File: config.mk
export PLATFORM = sky130hd
export DESIGN_NAME = cs_y_collector
export DESIGN_NICKNAME = d
export VERILOG_FILES = /design/src/rtl/cs_y_collector.sv
export SDC_FILE = /design/constraint.sdc
export NUM_CORES = 1
export LEC_CHECK = 0
export ABC_AREA = 1
export CAP_MARGIN = 20
export CORE_AREA = 3 3 154 156
export DETAILED_ROUTE_END_ITERATION = 7
export DIE_AREA = 0 0 157 159
export PLACE_DENSITY = 0.53
export SYNTH_ARGS = -nofsm -noshare
export SYNTH_HDL_FRONTEND = slang
export SYNTH_SLANG_ARGS = --single-unit
File: constraint.sdc
create_clock -name clk -period 3.7 [get_ports clk]
set_clock_uncertainty 0.1 [all_clocks]
set_input_delay 0.555 -clock clk [delete_from_list [all_inputs] [get_ports clk]]
set_output_delay 0.555 -clock clk [all_outputs]
set_load 0.02 [all_outputs]
File: src/rtl/cs_y_collector.sv
// rtl/cs_y_collector.sv - CS smoother output collector: warm-up skip, Y capture FIFO, count and checksum
module cs_y_collector #(
    parameter int WARMUP = 9,
    parameter int N_OUT  = 1992,
    parameter int DEPTH  = 8,
    parameter int CW     = 16
) (
    input  logic          clk,
    input  logic          reset,
    input  logic [9:0]    Y,
    output logic [9:0]    dout,
    output logic          dout_valid,
    input  logic          dout_ready,
    output logic [CW-1:0] count,
    output logic [CW-1:0] checksum,
    output logic          overflow,
    output logic          done
);
    localparam int AW = $clog2(DEPTH);
    localparam int PW = AW + 1;
    localparam int WW = $clog2(WARMUP + 1);
    localparam int SW = $clog2(N_OUT + 1);

    typedef enum logic [1:0] {WARM, CAPT, DONE} state_t;

    state_t        state;
    logic [WW-1:0] warm_cnt;
    logic [SW-1:0] smp_cnt;
    logic [PW-1:0] wr_ptr, rd_ptr, wr_next, rd_next;
    logic [9:0]    mem [DEPTH];
    logic [9:0]    head_next;
    logic          full, push_req, pop, accept, last_smp, finishing;

    assign full      = (wr_ptr[AW] != rd_ptr[AW]) && (wr_ptr[AW-1:0] == rd_ptr[AW-1:0]);
    assign push_req  = (state == CAPT);
    assign pop       = dout_valid & dout_ready;
    // A pop in the same cycle frees the slot the push needs.
    assign accept    = push_req && (!full || pop);
    assign wr_next   = wr_ptr + PW'(accept);
    assign rd_next   = rd_ptr + PW'(pop);
    assign last_smp  = (smp_cnt == SW'(N_OUT - 1));
    assign finishing = (state == DONE) || (push_req && last_smp);

    // Next head: the incoming Y when it lands directly at the new read slot.
    always_comb begin
        head_next = mem[rd_next[AW-1:0]];
        if (accept && (rd_next == wr_ptr)) head_next = Y;
    end

    always_ff @(posedge clk) begin
        if (accept) mem[wr_ptr[AW-1:0]] <= Y;
    end

    always_ff @(posedge clk) begin
        if (reset) begin
            state      <= WARM;
            warm_cnt   <= '0;
            smp_cnt    <= '0;
            wr_ptr     <= '0;
            rd_ptr     <= '0;
            dout       <= '0;
            dout_valid <= 1'b0;
            count      <= '0;
            checksum   <= '0;
            overflow   <= 1'b0;
            done       <= 1'b0;
        end else begin
            case (state)
                WARM: begin
                    warm_cnt <= warm_cnt + WW'(1);
                    if (warm_cnt == WW'(WARMUP - 1)) state <= CAPT;
                end
                CAPT: begin
                    smp_cnt <= smp_cnt + SW'(1);
                    if (last_smp) state <= DONE;
                end
                default: state <= DONE;
            endcase

            if (accept) begin
                if (count != {CW{1'b1}}) count <= count + CW'(1);
                checksum <= checksum + CW'(Y);
            end else if (push_req) begin
                overflow <= 1'b1;
            end

            wr_ptr     <= wr_next;
            rd_ptr     <= rd_next;
            // Output registers load from the post-edge FIFO state so dout is registered.
            dout_valid <= (wr_next != rd_next);
            if (wr_next != rd_next) dout <= head_next;
            done       <= finishing && (wr_next == rd_next);
        end
    end
endmodule

# Yosys cells after proc, flatten, opt, wreduce, memory -nomap -nowiden
# Memories as Yosys holds them, arrays and structs flattened.
# Index checks and enable logic that the tools add are counted.
# W data, S select, Z words.
classes:
  eq_ne: 12
  addsub: 6
  mux: 6
  n_bitwise: 2
  n_reduce_logical: 12
ops:
  columns: ["op", "n"]
  rows:
  - ["$add A16 B1 Y16 const B", 1]
  - ["$add A16 B10 Y16", 1]
  - ["$ne A16 B16 Y1 const B", 1]
  - ["$add A11 B1 Y11 const B", 1]
  - ["$eq A11 B11 Y1 const B", 1]
  - ["$mux W10", 1]
  - ["$add A4 B1 Y4", 2]
  - ["$eq A4 B4 Y1", 2]
  - ["$reduce_and A2 Y1", 3]
  - ["$logic_and A1 B1 Y1", 5]
  - ["$add A4 B1 Y4 const B", 1]
  - ["$eq A4 B4 Y1 const B", 1]
  - ["$mux W2", 2]
  - ["$ne A4 B4 Y1", 1]
  - ["$pmux W2 S2", 1]
  - ["$eq A3 B3 Y1", 1]
  - ["$eq A2 B1 Y1 const B", 1]
  - ["$eq A2 B2 Y1 const B", 1]
  - ["$logic_not A2 Y1", 1]
  - ["$logic_or A1 B1 Y1", 2]
  - ["$mux W1", 2]
  - ["$ne A2 B1 Y1 const B", 1]
  - ["$ne A2 B2 Y1 const B", 1]
  - ["$and A1 B1 Y1", 1]
  - ["3 further kinds", 3]
totals:
  wordCells: 50
  ff_bits: 70
  n_memories: 1
  inputBits: 13
  out_inout_bits: 45
  mem_bits_rw: 80
mem_list:
  columns: ["name", "depth", "word_bits", "rd", "rd_ports_with_merged_regs", "write_ports", "line", "source"]
  rows:
  - ["mem", 8, 10, 1, 0, 1, "30", "logic [9:0] mem [DEPTH];"]

# Longest topological paths before layout
# Gate-level depths: netlist (run 1).
depth:
  ltp_word: 8
  depth_mapped: 21
  ltp_nobuf: 18

# Worst setup path after synthesis (run 1)
# Ideal clock, no wire load.
synth_path:
  kind: "input to register"
  from: "in dout_ready"
  to: "reg dout[1]"
  t_required_ps: 3487
  path_stages: 18
  arrival_ps: 2385
  path_buffers: 3
  setup_slack_ps: 1102
  setup_time_ps: 113
  path_cell_list: "nand2_1 > nand2_1 > nor2_2 > nand3_2 > nand2_4 > inv_4 > buf_6 > buf_4 > ha_1 > xnor2_1 > nand2_1 > nor2_1 > nand2_1 > nor2_1 > nor2_1 > buf_2 > nand3_1 > nand2_1"
synth_between:
  elab_chain_len: 5
  word_cells_on_any_way: 10
  classes_between: "add/sub (2); eq/ne (2); mux (1); bitwise (1); reduce/logical (3); memory (1)"
synth_rtl:
  columns: ["item", "line", "source"]
  rows:
  - ["start, declared", "13", "input logic dout_ready,"]
  - ["$and A1 B1 Y1", "36", "assign pop = dout_valid & dout_ready;"]
  - ["$logic_or A1 B1 Y1", "38", "assign accept = push_req && (!full || pop);"]
  - ["$logic_and A1 B1 Y1", "38", null]
  - ["via accept", "32", "logic full, push_req, pop, accept, last_smp, finishing;"]
  - ["$add A4 B1 Y4", "39", "assign wr_next = wr_ptr + PW'(accept);"]
  - ["via wr_next[0]", "29", "logic [PW-1:0] wr_ptr, rd_ptr, wr_next, rd_next;"]
  - ["$ne A4 B4 Y1", "91", "if (wr_next != rd_next) dout <= head_next;"]
  - ["end signal, assigned", "91", null]
  - ["end, declared", "11", "output logic [9:0] dout,"]
# The timed path passes the listed nets, and every way through them passes these cells.
# A chain may end at the register's enable or synchronous reset.

# Final worst setup path (run 1)
layout_path:
  from: "reg wr_ptr[1]"
  to: "reg dout[3]"
layout_between:
  elab_chain_len: 7
  word_cells_on_any_way: 10
  classes_between: "add/sub (1); eq/ne (3); mux (1); reduce/logical (5)"
layout_rtl:
  columns: ["item", "line", "source"]
  rows:
  - ["start, declared", "29", null]
  - ["start signal, assigned", "87", "wr_ptr <= wr_next;"]
  - ["$eq A3 B3 Y1", "34", "assign full = (wr_ptr[AW] != rd_ptr[AW]) && (wr_ptr[AW-1:0] == rd_ptr[AW-1:0]);"]
  - ["$logic_and A1 B1 Y1", "34", null]
  - ["$logic_not A1 Y1", "38", null]
  - ["$logic_or A1 B1 Y1", "38", null]
  - ["$logic_and A1 B1 Y1", "38", null]
  - ["$add A4 B1 Y4 / $logic_and A1 B1 Y1 (equally long branches)", "39, 47", null]
  - ["$ne A4 B4 Y1 / $mux W10 (equally long branches)", "91, 47", null]
# Parallel ways exist; a longest one is shown, timed or not.

==> impl_metrics.json, run 1 <==
{
  "worst_slack_ns": 0.7886,
  "firstDrtPassIters": 5,
  "cp-start-kind": "flop",
  "area_delta_synth_final_pct": 21.91,
  "total_power_mw": 3.741,
  "fp.coreArea_um2": 22500,
  "clk_path_buf_depth": 2,
  "post_cts_buffers": 0,
  "finalCoreUtilization_pct": 38.92,
  "wirelength_um": 18100,
  "cpMostUsedCell": "nand2_1",
  "die_width_um": 157,
  "synth_seq_cells": 150,
  "finalMaxSlewViolations": 0,
  "drtAntennaViolNets": 0,
  "yosys_warnings": 0,
  "rows": 55,
  "grt_max_degree": 41,
  "fmax_mhz": 343.5,
  "worst_pin_slew_ns": 0.8919,
  "p_leak_nw": 3.366,
  "dp_slack_ns": 0.3489,
  "crit_arrival_ns": 3.18,
  "path_class": "flop to flop",
  "portBuffers": 57,
  "cts_sinks": 150,
  "synthCells": 850,
  "cts_hold_buf": 0,
  "vias": 5748,
  "grt_usage_pct": 15.14,
  "synth_ff_type": "edfxtp_1",
  "clk_pin_slew_ns": 0.07,
  "finalSetupViolations": 0,
  "htree_levels": 4,
  "rrSetupSlack_ns": 0.79,
  "nets": 953,
  "cp.buffers_inverters": 2,
  "drt_iter0_drc": 352,
  "critPathTopFamily": "simple AND/OR/NAND/NOR gates",
  "grt_pass1_wl_um": 29940,
  "cpPeakStageDelay_ns": 0.60,
  "drive_gt1_share_pct": 8.030,
  "fin_crit_ns": 2.911,
  "rsz0062_at_grt": "no",
  "finalWeightedCongestion": 0.7761,
  "cts_tree": "built",
  "avgSynthCellArea_um2": 8.451,
  "fin_setup_tns_ns": 0,
  "die_area_um2": 24960,
  "design_area_um2": 8757,
  "finalCritPeriodShare_pct": 78.69,
  "hold_path_depth": 2,
  "ios": 58,
  "synth_edf_count": 80,
  "cap_violations": 0,
  "synth_cell_types": 41,
  "hp-class": "flop to flop",
  "placed_cell_area_um2": 8130,
  "numCtsBuffers": 17,
  "powerDensity_nw_per_um2": 427.2,
  "viasPerCell": 4.715,
  "root_buffer": "clkbuf_16",
  "antenna_cells": 0,
  "status": "complete, no violations",
  "wl_per_cell_um": 14.84,
  "ir_drop_uv": 315.1,
  "dp_hpwl_um": 12380,
  "cts_resized": 0,
  "r2r_cells": 16,
  "slew_headroom_pct": 40.48,
  "grt_pass1_vias": 5791,
  "antenna_found_initial": 0,
  "overflow": 0,
  "die_y_um": 159,
  "critPathRequiredTime_ns": 3.97,
  "synthesis.area_um2": 7183,
  "insertion_delay_ns": 0.42,
  "start_util_pct": 31.92,
  "async_reset_ff_share_pct": 0,
  "hold_viol": 0,
  "path_depth": 16,
  "end_kind": "flop",
  "drc": 0,
  "crit_chain": "inv_2 > nand2_1 > nand2_1 > nor2_2 > nand3_2 > nand2_4 > inv_4 > ha_1 > nand3_1 > xor2_1 > nand2_1 > nand2_1 > nor2_1 > nor2_1 > nand3_1 > nand2_1",
  "synth-seq-area-share_pct": 52.95,
  "critical-path-slowest-cell": "nor2_1",
  "syn_nets": 882,
  "path_max_fanout": 11
}
[layout by cell type, fill, tap and decap left out, types with 2 or more instances in the layout]
cell,instances
o22ai_1,6
nor2_4,2
inv_2,5
nand2_1,208
inv_1,69
clkinv_4,3
edfxtp_1,80
ha_1,18
dfxtp_1,70
xnor2_1,12
clkbuf_16,17
nor3_1,8
buf_4,24
and3_1,2
nand4_1,7
xor2_1,16
clkdlybuf4s50_1,57
a21oi_1,38
clkinv_2,3
nand3_1,53
o211ai_1,14
nand2_4,2
o21ai_1,3
o21ai_0,60
o21bai_1,2
nor2_2,3
inv_6,2
bufinv_16,4
nor2_1,130
[through the flow]
| step | instances | hold WS (ns) |
|---|---|---|
| finish | 1219 | 0.3608 |
| global route | 1219 | 0.3900 |
| CTS | 1219 | 0.3656 |
| detailed placement | 1187 | 0.3553 |
| global placement | 1187 | 0.3516 |
| floorplan | 850 | 0.3524 |
[synth_stat cells (2+ instances only)]
| cell | n | area (um^2) |
|---|---|---|
| inv_2 | 5 | 18.77 |
| a21oi_1 | 38 | 190.2 |
| xor2_1 | 16 | 140.1 |
| o21ai_1 | 3 | 15.01 |
| nand3_1 | 53 | 265.3 |
| edfxtp_1 | 80 | 2402 |
| dfxtp_1 | 70 | 1401 |
| o21bai_1 | 2 | 15.01 |
| buf_4 | 3 | 22.52 |
| clkbuf_1 | 13 | 48.80 |
| o22ai_1 | 6 | 37.54 |
| ha_1 | 18 | 225.2 |
| nor2_4 | 2 | 22.52 |
| nand2_1 | 208 | 780.8 |
| and3_1 | 2 | 12.51 |
| xnor2_1 | 12 | 105.1 |
| nand4_1 | 7 | 43.79 |
| inv_1 | 69 | 259.0 |
| nor3_1 | 8 | 40.04 |
| buf_6 | 4 | 45.04 |
| nor2_2 | 3 | 18.77 |
| o211ai_1 | 14 | 105.1 |
| buf_2 | 7 | 35.03 |
| nor2_1 | 130 | 488.0 |
| o21ai_0 | 60 | 300.3 |
| nand2_4 | 2 | 22.52 |
[registers in the layout, summed over array words and instances, names as in the netlist]
signal and cells:
overflow 1, state 2, wr_ptr 4, count 16
checksum 16, dout 10, done 1, rd_ptr 4
mem 80, warm_cnt 4, smp_cnt 11, dout_valid 1
[worst register-to-register path, cell delays in order (launching register included)]
cell,delay (ns)
dfxtp_1,0.53
inv_2,0.11
nand2_1,0.07
nand2_1,0.06
nor2_2,0.09
nand3_2,0.13
nand2_4,0.16
inv_4,0.04
ha_1,0.20
nand3_1,0.12
xor2_1,0.20
nand2_1,0.07
nand2_1,0.06
nor2_1,0.05
nor2_1,0.60
nand3_1,0.17
nand2_1,0.09
[power breakdown]
part / switching (mW) / internal [mW] / leakage [nW] / total, mW
combinational: 0.0824 / 0.0448 / 1.78 / 0.127
sequential: 0.00525 / 1.76 / 1.28 / 1.76
clock: 0.714 / 1.14 / 0.307 / 1.85
[final cells by class]
| cell class | count | area, um^2 |
|---|---|---|
| fillers | 2294 | 13750 |
| repair buffers | 81 | 750.7 |
| flip-flops and latches | 150 | 3804 |
| inverters | 76 | 287.8 |
| clock inverters | 14 | 197.7 |
| well taps | 285 | 356.6 |
| clock buffers | 18 | 429.2 |
| multi-input cells | 595 | 2932 |
[metal layers]
metal	wire length (um)	vias to the layer above	track usage, %
met5	0	-	0
met4	369	0	5.253
met3	753	27	2.745
met2	8328	121	24.12
met1	8643	2648	20.67
li1	-	2952	-
[kinds of logic (layout without fill, tap and decap cells)]
family          Yosys count  count (layout)  share of synthesized area [%]
flops                   150             150                          52.95
compound gates          126             126                          9.563
xor+xnor                 28              28                          3.414
buf+inv                 105             189                          6.236
fa+ha+maj                19              19                          3.414
simple gates            422             422                          24.42
[final timing paths]
check | from | endpoint
worst max register to register | wr_ptr[1] | dout[3]
worst min register to register | dout[5] | dout[5]
worst min-delay path | dout[5] | dout[5]
worst max-delay path | wr_ptr[1] | dout[3]
Power figures use the tool's default switching activity.
==> inputs of run 2 (changes only) <==
Settings changed: PLACE_DENSITY 0.53 to 0.54.
Clock period 3.7 ns to 2.5 ns, I/O delays scaled along.
==> impl_metrics.json, run 2 (synthesized netlist as in run 1, its figures left out) <==
{
  "rows": 55,
  "fin_crit_ns": 2.340,
  "critPathTopFamily": "simple AND/OR/NAND/NOR gates",
  "overflow": 0,
  "hold_slack_ns": 0.3538,
  "powerDensity_nw_per_um2": 590.9,
  "wl_per_cell_um": 14.70,
  "grt_pass1_wl_um": 30620,
  "worst_pin_slew_ns": 0.3892,
  "area_delta_synth_final_pct": 28.34,
  "placed_cell_area_um2": 8508,
  "critPathRequiredTime_ns": 2.77,
  "portBuffers": 57,
  "cts_sinks": 150,
  "path_max_fanout": 5,
  "wirelength_um": 18670,
  "fin_setup_tns_ns": 0,
  "final_cell_mix": "nand2_1, nor2_1, edfxtp_1, buf_4, inv_1",
  "worst_slack_ns": 0.1597,
  "antenna_found_initial": 0,
  "dp_slack_ns": -0.5051,
  "drt_iter0_drc": 346,
  "cp.buffers_inverters": 4,
  "min_from": "dout[8]",
  "timing.rr.end": "dout[2]",
  "finalMaxSlewViolations": 0,
  "grt_usage_pct": 15.51,
  "hp-class": "flop to flop",
  "final_common_cell": "nand2_1",
  "die_y_um": 159,
  "end_kind": "flop",
  "start_util_pct": 31.92,
  "clk_pin_slew_ns": 0.06,
  "status": "complete, no violations",
  "finalCritPeriodShare_pct": 93.61,
  "antenna_cells": 0,
  "drive_gt1_share_pct": 15.43,
  "cts_hold_buf": 0,
  "ios": 58,
  "htree_levels": 4,
  "largest_register_ffs": 80,
  "grt_max_degree": 38,
  "design_area_um2": 9219,
  "ir_drop_uv": 448.2,
  "firstDrtPassIters": 5,
  "cpMostUsedCell": "nand2_1",
  "slew_headroom_pct": 74.05,
  "cp-start-kind": "input port",
  "fmax_mhz": 427.3,
  "crit_arrival_ns": 2.61,
  "drc": 0,
  "insertion_delay_ns": 0.43,
  "drtAntennaViolNets": 0,
  "die_area_um2": 24960,
  "p_leak_nw": 3.584,
  "dp_hpwl_um": 12810,
  "cts_tree": "built",
  "clk_path_buf_depth": 2,
  "r2r_cells": 18,
  "numCtsBuffers": 17,
  "total_power_mw": 5.447,
  "root_buffer": "clkbuf_16",
  "min_to": "dout[8]",
  "fp.coreArea_um2": 22500,
  "crit_chain": "clkdlybuf4s50_1 > nand2_2 > nand2_2 > nor2_2 > nand3_2 > nand2_4 > inv_4 > ha_4 > xnor2_2 > nand2_1 > nor2_1 > nand2_1 > nor2_2 > buf_4 > clkinvlp_4 > nor2_4 > nand2_1 > nand2_1",
  "cpPeakStageDelay_ns": 0.41,
  "critical-path-slowest-cell": "clkdlybuf4s50_1",
  "vias": 5941,
  "viasPerCell": 4.678,
  "die_width_um": 157,
  "finalSetupViolations": 0,
  "hold_viol": 0,
  "rr_startpoint": "wr_ptr[1]",
  "rsz0062_at_grt": "yes",
  "hold_path_depth": 2,
  "grt_pass1_vias": 5968,
  "cap_violations": 0,
  "nets": 1004,
  "path_class": "input port to flop",
  "finalWeightedCongestion": 0.8355,
  "rrSetupSlack_ns": 0.17
}
-- run 2: cell count changes in the layout (fill, tap and decap cells not counted), moves of 3 or more --
cell and change:
nand2_2 +8, buf_4 +48, inv_2 +3, ha_1 -4, nand2_1 -8, dfxtp_1 -6
nor2_1 -3, dfxtp_2 +5, inv_1 -4, clkinv_2 -3, inv_6 +3
-- run 2: power breakdown --
part           total [mW]  internal [mW]  switching (mW)
registers            2.61           2.60         0.00738
clock network        2.63           1.50            1.13
logic               0.210         0.0813           0.128
total                5.45           4.18            1.27
-- run 2: worst max-delay path by stage --
| stage | startpoint | end | slack (ns) | depth (start not counted) |
|---|---|---|---|---|
| floorplan | wr_ptr[0] | dout[1] | 0.008 | 19 |
| global placement | dout_ready | dout[5] | -0.46 | 16 |
| CTS | rd_ptr[2] | dout[0] | 0.05 | 18 |
| detailed placement | dout_ready | dout[5] | -0.51 | 16 |
| global route | wr_ptr[0] | dout[5] | -0.04 | 18 |
| finish | dout_ready | dout[2] | 0.16 | 18 |
-- run 2: final cells by class --
| cell class | instances | area [um^2] |
|---|---|---|
| fillers | 2216 | 13280 |
| flip-flops and latches | 150 | 3814 |
| multi-input cells | 596 | 3013 |
| repair buffers | 131 | 1151 |
| clock buffers | 18 | 429.2 |
| well taps | 285 | 356.6 |
| inverters | 76 | 291.5 |
| clock inverters | 14 | 163.9 |
-- run 2: stage by stage --
stage	instances	utilization, %
6_report	1270	40.97
5_1_grt	1270	40.97
4_1_cts	1266	40.46
3_5_place_dp	1234	37.81
3_3_place_gp	1234	37.81
2_1_floorplan	850	-
-- run 2: timing repair --
action	CTS	global route
cloned	0	1
pin swaps	0	12
setup buffers	0	3
endpoints found under the setup margin	10	11
gates resized for setup	1	28
-- run 2: tightest hold or removal path: cells and delay by family, from the launching register on --
| family | cells | cell delay (ns) |
|---|---|---|
| flip-flops | 1 | 0.31 |
| AND/OR/NAND/NOR | 2 | 0.10 |
-- run 2: layer usage --
layer | wire (um) | vias to the layer above | global-route usage, %
li1 | - | 3055 | -
met1 | 8909 | 2743 | 20.79
met2 | 8506 | 117 | 24.57
met3 | 923 | 26 | 3.968
met4 | 327 | 0 | 4.855
met5 | 0 | - | 0
==> inputs of run 3 (changes only) <==
Settings changed: CORE_AREA 3 3 154 156 to 3 3 121 123, DIE_AREA 0 0 157 159 to 0 0 124 126, PLACE_DENSITY 0.54 to 0.79.
==> impl_metrics.json, run 3 (synthesized netlist as in run 1, its figures left out) <==
{
  "fin_crit_ns": 2.339,
  "rr_startpoint": "wr_ptr[0]",
  "critical-path-slowest-cell": "dfxtp_1",
  "finalCritPeriodShare_pct": 93.57,
  "viasPerCell": 5.323,
  "powerDensity_nw_per_um2": 592.0,
  "cts_sinks": 150,
  "finalWeightedCongestion": 0.9111,
  "start_util_pct": 52.15,
  "grt_max_degree": 41,
  "grt_usage_pct": 23.36,
  "numCtsBuffers": 17,
  "critPathTopFamily": "simple AND/OR/NAND/NOR gates",
  "cap_violations": 0,
  "dp_hpwl_um": 12020,
  "fp.coreArea_um2": 13770,
  "crit_arrival_ns": 2.61,
  "die_area_um2": 15620,
  "wl_per_cell_um": 15.08,
  "antenna_cells": 0,
  "nets": 995,
  "cp-start-kind": "flop",
  "area_delta_synth_final_pct": 24.87,
  "min_from": "dout[9]",
  "wirelength_um": 17430,
  "largest_register_ffs": 80,
  "hp-class": "flop to flop",
  "end_kind": "flop",
  "fin_setup_tns_ns": 0,
  "critPathRequiredTime_ns": 2.77,
  "drc": 0,
  "final_cell_mix": "nand2_1, nor2_1, edfxtp_1, inv_1, dfxtp_1",
  "rows": 43,
  "cpPeakStageDelay_ns": 0.32,
  "path_class": "flop to flop",
  "vias": 6153,
  "die_width_um": 124,
  "crit_chain": "inv_1 > nand2_1 > nand2_1 > nor2_1 > nand3_2 > nand2_4 > inv_4 > ha_1 > xnor2_1 > nand2_1 > nor2_1 > nand2_1 > nor2_4 > inv_2 > nor2_4 > nand2_1 > nand2_1",
  "clk_path_buf_depth": 2,
  "finalSetupViolations": 0,
  "grt_pass1_wl_um": 28430,
  "ir_drop_uv": 415.4,
  "cp.buffers_inverters": 3,
  "die_y_um": 126,
  "antenna_found_initial": 0,
  "finalMaxSlewViolations": 0,
  "insertion_delay_ns": 0.42,
  "htree_levels": 4,
  "startpoint": "wr_ptr[0]",
  "cts_hold_buf": 0,
  "slew_headroom_pct": 49.65,
  "grt_pass1_vias": 5863,
  "status": "complete, no violations",
  "final_common_cell": "nand2_1",
  "clk_pin_slew_ns": 0.06,
  "worst_pin_slew_ns": 0.7544,
  "total_power_mw": 5.310,
  "fmax_mhz": 427.5,
  "drtAntennaViolNets": 0,
  "drt_iter0_drc": 531,
  "cts_tree": "built",
  "cpMostUsedCell": "nand2_1",
  "hold_viol": 0,
  "path_max_fanout": 5,
  "ios": 58,
  "firstDrtPassIters": 5,
  "portBuffers": 57,
  "p_leak_nw": 3.550,
  "root_buffer": "clkbuf_16",
  "rrSetupSlack_ns": 0.16,
  "overflow": 0,
  "drive_gt1_share_pct": 12.30
}
-- run 3: cell types whose count changed in the layout (fill, tap and decap cells not counted), moves of 3 or more --
cell / change
buf_4: -11
dfxtp_2: -3
inv_6: -3
nand2_2: -8
dfxtp_1: +4
ha_1: +4
inv_1: +3
nand2_1: +8
-- run 3: repair_timing --
item	4_1_cts	5_1_grt
endpoints found under the hold margin	0	0
setup buffers	0	0
gates resized for setup	1	8
pin swaps	0	1
endpoints found under the setup margin	9	10
gates cloned	0	1
-- run 3: worst register-to-register path, delay by kind of cell, from the launching register on --
kind | cells | cell delay, ns
DFF | 1 | 0.32
adders and majority gates | 1 | 0.31
buffers and inverters | 3 | 0.20
and+or+nand+nor | 12 | 1.20
xor gates and xnor gates | 1 | 0.17
-- run 3: layout make-up --
cell class | instances | area (um^2)
inverters | 76 | 287.8
well taps | 180 | 225.2
fillers | 1110 | 4803
flip-flops and latches | 150 | 3806
clock inverters | 11 | 125.1
multi-input cells | 596 | 2967
clock buffers | 21 | 450.4
repair buffers | 122 | 1109
-- run 3: worst paths after layout --
kind | endpoint | depth (start not counted)
setup / recovery | dout[1] | 17
hold / removal | dout[9] | 2
setup reg to reg | dout[1] | 17
hold reg to reg | dout[9] | 2
-- run 3: routing by layer --
metal	track usage [%]	share of wire [%]
met5	0	0
met4	9.278	2.8
met3	5.972	6.8
met2	36.53	47
met1	31.12	44
-- run 3: stage by stage --
stage          hold WS (ns)  cells  cell area, um^2  util (%)  setup WS, ns
2_1_floorplan        0.3524    850             7183         -      0.007971
3_3_place_gp         0.3414   1123             8357     60.67       -0.3472
3_5_place_dp         0.3418   1123             8357     60.67       -0.4621
4_1_cts              0.3557   1155             8935     64.87       0.09509
5_1_grt              0.3760   1156             8970     65.13      -0.01940
6_report             0.3564   1156             8970     65.13        0.1607
-- run 3: power by group --
part           total [mW]  internal [mW]  switching (mW)
combinational       0.202         0.0766           0.126
sequential           2.61           2.60         0.00767
clock                2.50           1.50            1.00
